`config.mk`:
```
export PLATFORM = sky130hd
export DESIGN_NAME = field_line_clear
export DESIGN_NICKNAME = d
export VERILOG_FILES = /design/src/rtl/tetris_field_pkg.sv /design/src/rtl/field_row_shift.sv /design/src/rtl/field_line_clear.sv
export SDC_FILE = /design/constraint.sdc
export NUM_CORES = 2
export LEC_CHECK = 0
export BUFFER_PORTS_ARGS = -buffer_cell sky130_fd_sc_hd__buf_2
export CORE_AREA = 2 2 326 328
export DETAILED_ROUTE_END_ITERATION = 8
export DIE_AREA = 0 0 328 330
export PLACE_DENSITY = 0.53
export SYNTH_ARGS = -nofsm -noshare
export SYNTH_HDL_FRONTEND = slang
export SYNTH_SLANG_ARGS = --single-unit
export TNS_END_PERCENT = 100
```
`constraint.sdc`:
```
create_clock -name clk -period 5.63 [get_ports clk]
set_input_delay 0 -clock clk [delete_from_list [all_inputs] [get_ports clk]]
set_output_delay 0 -clock clk [all_outputs]
set_load 0.01 [all_outputs]
```
`src/rtl/tetris_field_pkg.sv`:
```
// Shared sizes, the line-clear FSM state type and a row-slice helper for the
// playfield line-clear logic.
package tetris_field_pkg;

  localparam int ROWS      = 20;
  localparam int COLS      = 20;
  localparam int FIELD_W   = ROWS * COLS;
  localparam int CNT_W     = 5;
  localparam int ROW_IDX_W = $clog2(ROWS);

  typedef enum logic [1:0] {
    IDLE  = 2'd0,
    SCAN  = 2'd1,
    SHIFT = 2'd2,
    DONE  = 2'd3
  } state_e;

  // Row r occupies field[r*COLS +: COLS]; row 0 is the top of the playfield.
  function automatic logic [COLS-1:0] field_row(input logic [FIELD_W-1:0]   field,
                                                input logic [ROW_IDX_W-1:0] row);
    return field[int'(row)*COLS +: COLS];
  endfunction

endpackage

```
`src/rtl/field_row_shift.sv`:
```
// Combinational collapse of one removed row: rows 1..row take the row above,
// row 0 is emptied, rows below the removed row are untouched.
module field_row_shift
  import tetris_field_pkg::*;
(
  input  logic [FIELD_W-1:0]   field,
  input  logic [ROW_IDX_W-1:0] row,
  output logic [FIELD_W-1:0]   shifted
);

  always_comb begin
    shifted = field;
    shifted[COLS-1:0] = '0;
    for (int r = 1; r < ROWS; r++) begin
      if (r <= int'(row)) begin
        shifted[r*COLS +: COLS] = field[(r-1)*COLS +: COLS];
      end
    end
  end

endmodule

```
`src/rtl/field_line_clear.sv`:
```
// Scans the latched playfield bottom-up, removes every full row one at a time,
// and publishes the compacted field plus cleared-line counts when finished.
module field_line_clear
  import tetris_field_pkg::*;
(
  input  logic                clk,
  input  logic                reset_n,
  input  logic                start,
  input  logic [FIELD_W-1:0]  field_in,
  output logic                busy,
  output logic                done,
  output logic [FIELD_W-1:0]  field_out,
  output logic [CNT_W-1:0]    lines_cleared,
  output logic [15:0]         lines_total,
  output state_e              state_dbg
);

  // Handshake: start is a request taken only while idle (busy=0); done is a
  // one-cycle pulse after which field_out/lines_cleared hold until the next run.

  state_e                 state_q, state_d;
  logic [FIELD_W-1:0]     work_q, work_d;
  logic [ROW_IDX_W-1:0]   row_q, row_d;
  logic [CNT_W-1:0]       count_q, count_d;
  logic [FIELD_W-1:0]     work_shifted;
  logic                   row_full;
  logic                   load_result;
  logic [16:0]            total_sum;
  logic [15:0]            total_sat;

  field_row_shift u_shift (
    .field   (work_q),
    .row     (row_q),
    .shifted (work_shifted)
  );

  assign row_full  = &field_row(work_q, row_q);
  assign total_sum = {1'b0, lines_total} + 17'(count_q);
  assign total_sat = total_sum[16] ? 16'hFFFF : total_sum[15:0];

  always_comb begin
    state_d     = state_q;
    work_d      = work_q;
    row_d       = row_q;
    count_d     = count_q;
    load_result = 1'b0;
    unique case (state_q)
      IDLE: begin
        if (start) begin
          work_d  = field_in;
          row_d   = ROW_IDX_W'(ROWS - 1);
          count_d = '0;
          state_d = SCAN;
        end
      end
      SCAN: begin
        if (row_full) begin
          state_d = SHIFT;
        end else if (row_q == '0) begin
          state_d     = DONE;
          load_result = 1'b1;
        end else begin
          row_d = row_q - ROW_IDX_W'(1);
        end
      end
      SHIFT: begin
        // Same row index is kept so the row that dropped in gets re-checked.
        work_d  = work_shifted;
        count_d = count_q + CNT_W'(1);
        state_d = SCAN;
      end
      DONE: begin
        state_d = IDLE;
      end
      default: state_d = IDLE;
    endcase
  end

  always_ff @(posedge clk or negedge reset_n) begin
    if (!reset_n) begin
      state_q       <= IDLE;
      work_q        <= '0;
      row_q         <= '0;
      count_q       <= '0;
      field_out     <= '0;
      lines_cleared <= '0;
      lines_total   <= '0;
    end else begin
      state_q <= state_d;
      work_q  <= work_d;
      row_q   <= row_d;
      count_q <= count_d;
      if (load_result) begin
        field_out     <= work_q;
        lines_cleared <= count_q;
        lines_total   <= total_sat;
      end
    end
  end

  assign busy      = (state_q != IDLE);
  assign done      = (state_q == DONE);
  assign state_dbg = state_q;

endmodule

```
==> results.yml <==
run_status:
  status: "finished, final reports clean"
grt:
  grtUsageMet2: 0.4787
  grt_usage: 0.3031
  grt_first_pass_wirelength_mm: 236.9
  grt_max_degree: 170
  gr-usage-met3: 0.05002
  antenna_found_initial: 12
  first_global_vias: 32640
  grt_overflow_total: 0
  busiest_layer: "met2"
  grtUsageMet1: 0.4084
final_layout:
  post-route-util: 0.4813
  final_common_cell: "dfrtp_1"
  most-common-layout-cells: "dfrtp_1 (830), buf_2 (826), nand2_1 (796)"
  drive_gt1_frac: 0.2781
  final_nets: 5081
  area_growth_pct: 32.06
worst_setup_path:
  critPathSlowestCell: "dfrtp_4"
  max_stage_delay_ps: 910
  worst-setup-path-type: "flop to flop"
  reg2regPathDepth: 12
  critical_path_buf_inv_count: 3
  critPathLaunchType: "flop"
  timing.rr.start: "row_q[0]"
  crit_path_end_kind: "flop"
  critPathArrivalTime_ps: 5120
  worstPathCellList: "buf_12 -> buf_4 -> nand3b_1 -> o21ai_0 -> nand2_1 -> a221oi_1 -> o31ai_1 -> a2111oi_2 -> nand4_2 -> nand2_4 -> buf_12 -> mux2_1"
  reg2reg_to: "field_out[332]"
  path_common_cell: "buf_12"
  r2r_slack_ps: 1070
  cp_top_family: "compound AO/OA/AOI/OAI gates"
  path_max_fanout: 94
  cp_data_required_time_ps: 6190
synthesis:
  synth-simple-area-share: 0.1310
  synth_top_family_by_area: "multiplexers"
  synth_seq_cells: 833
  synth_top_area_frac: 0.5465
  ys.flop_type: "dfrtp_1"
  synthMuxAreaShare: 0.1798
  syn_nets: 3975
  synth_cell_types: 71
  yosysTopAreaCell: "dfrtp_1"
  yosys.area_share.adder: 0.004133
  synth_compound_area_frac: 0.09710
  synth_edf_count: 0
  ys_seq_area_frac: 0.5465
  synth_area_um2: 38140
  synth.avg_cell_area_um2: 10.71
  yosys_warnings: 0
  synthTopCellsByArea: "dfrtp_1 (55%), nand2_1 (7.8%), mux2_2 (6.7%)"
  synthCells: 3560
  synthArstFlopShare: 1.000
  synth_xor_xnor_area_share: 0.001148
detailed_routing:
  drc_errors: 0
  antenna_left: 0
  drt_iter0_drc: 2888
  firstDrtPassIters: 5
  drt_wl_total_mm: 168.4
  avgViaCountPerCell: 5.419
  wl_per_cell_um: 27.46
  vias: 33250
sta:
  rsz0062_at_grt: "false"
  min_period_over_period: 0.8093
  setup_viol: 0
  drv_slew: 0
  clock_skew_ps: 26.44
  fin_crit_ps: 4557
  timing.final.ws_setup_ps: 1073
  slew-limit-headroom: 0.2360
  fin_hold_ws_ps: 3.937
  finalSetupTns_ps: 0
  clock.fmax_mhz: 219.5
  hold_viol: 0
  worst_pin_slew_ps: 1143
cts:
  cts_max_level: 3
  cts_setup_buffers: 0
  root_buffer: "clkbuf_16"
  clkSinkCount: 833
  cts_made_buffers: 96
  cts_buffer_depth: 3
  insertion_delay_ps: 690
  cts_tree: "built"
  clk_pin_slew_ps: 60
pwr:
  ir_worst_vdd_v: 0.0003061
  cellLeakagePower_nw: 23.18
  p_per_area_nw_per_um2: 590.6
floorplan:
  num_rows: 119
  die_w_um: 328
  die_h_um: 330
  die_area_um2: 108200
  core-area_um2: 104700
  start_util: 0.3644
  ios: 828
run:
  cap_violations: 0
place:
  io_buffers: 827
  dpl_worst_slack_ps: 1109
  dpl.hpwl_mm: 122.0
  gp_congestion: 0.9224
worst_hold_path:
  min_path_type: "input pin to asynchronous set/reset pin"
## registers in the layout (all words and copies together) (netlist names)
register	count
count_q	5
lines_cleared	5
work_q	400
field_out	400
row_q	5
state_dbg	2
lines_total	16
## worst register-to-register path, delay by kind of cell (launching register included)
kind | cells | cell delay [ps]
AND/OR/NAND/NOR | 4 | 700
flip-flops | 1 | 910
multiplexers | 1 | 480
buffers and inverters | 3 | 1110
AO/OA/AOI/OAI | 4 | 1230
## cell type report
type,instances,area [um2]
clock buffer,146,2824
timing repair buffer,1275,8718
sequential,833,20850
tap,1391,1740
clock inverter,25,211.5
antenna,5,12.51
multi-input combinational,2449,15970
inverter,11,41.29
fill,9795,54300
## repair_timing
item / CTS / global route
hold buffers: 402 / 0
endpoints found under the hold margin: 504 / 0
endpoints found under the setup margin: 0 / 0
resized for setup: 0 / 0
## where the power goes
group	leakage (nW)	switching (mW)	internal (mW)	total, mW
Sequential	9.69	3.86	8.90	12.8
Combinational	12.0	6.15	4.72	10.9
Clock	1.48	2.59	3.54	6.13
## kinds of logic (layout without fill, tap and decap cells)
group | count (synthesis) | count (layout)
and+or+nand+nor | 1277 | 1277
DFF | 833 | 833
muxes | 578 | 578
AOI/OAI and AO/OA | 577 | 577
buffers and inverters | 278 | 1457
adders and majority gates | 12 | 12
xor gates and xnor gates | 5 | 5
other | 0 | 5
## how the worst max path moves through the flow
| stage | from | to | cells past startpoint |
|---|---|---|---|
| floorplan | row_q[0] | field_out[190] | 15 |
| global placement | row_q[0] | field_out[162] | 12 |
| detailed placement | row_q[0] | field_out[139] | 12 |
| CTS | row_q[0] | field_out[139] | 12 |
| global route | row_q[0] | field_out[302] | 12 |
| finish | row_q[0] | field_out[332] | 12 |
## synth_stat cells (20+ instances only)
cell type	n
o21ai_0	50
a21oi_1	48
mux2i_1	109
buf_8	23
buf_4	23
nand3_1	20
mux2_1	200
a31oi_1	370
nor2_1	401
clkbuf_1	187
mux4_2	43
mux2_2	226
nand2_1	797
dfrtp_1	833
a22o_1	21
## per-stage QoR
| stage | area, um2 | power, mW | instances |
|---|---|---|---|
| after floorplan | 38140 | 17.09 | 3560 |
| after global placement | 43300 | 23.16 | 5557 |
| after detailed placement | 43300 | 23.34 | 5557 |
| after CTS | 50360 | 29.75 | 6130 |
| after global routing | 50370 | 31.09 | 6133 |
| final | 50370 | 29.75 | 6135 |
## per-layer routing
metal / vias to the layer above / routed length, um
li1: 14690 / -
met1: 16800 / 71540
met2: 1383 / 77730
met3: 361 / 10380
met4: 8 / 8735
met5: - / 56
(Power assumes the default switching activity.)
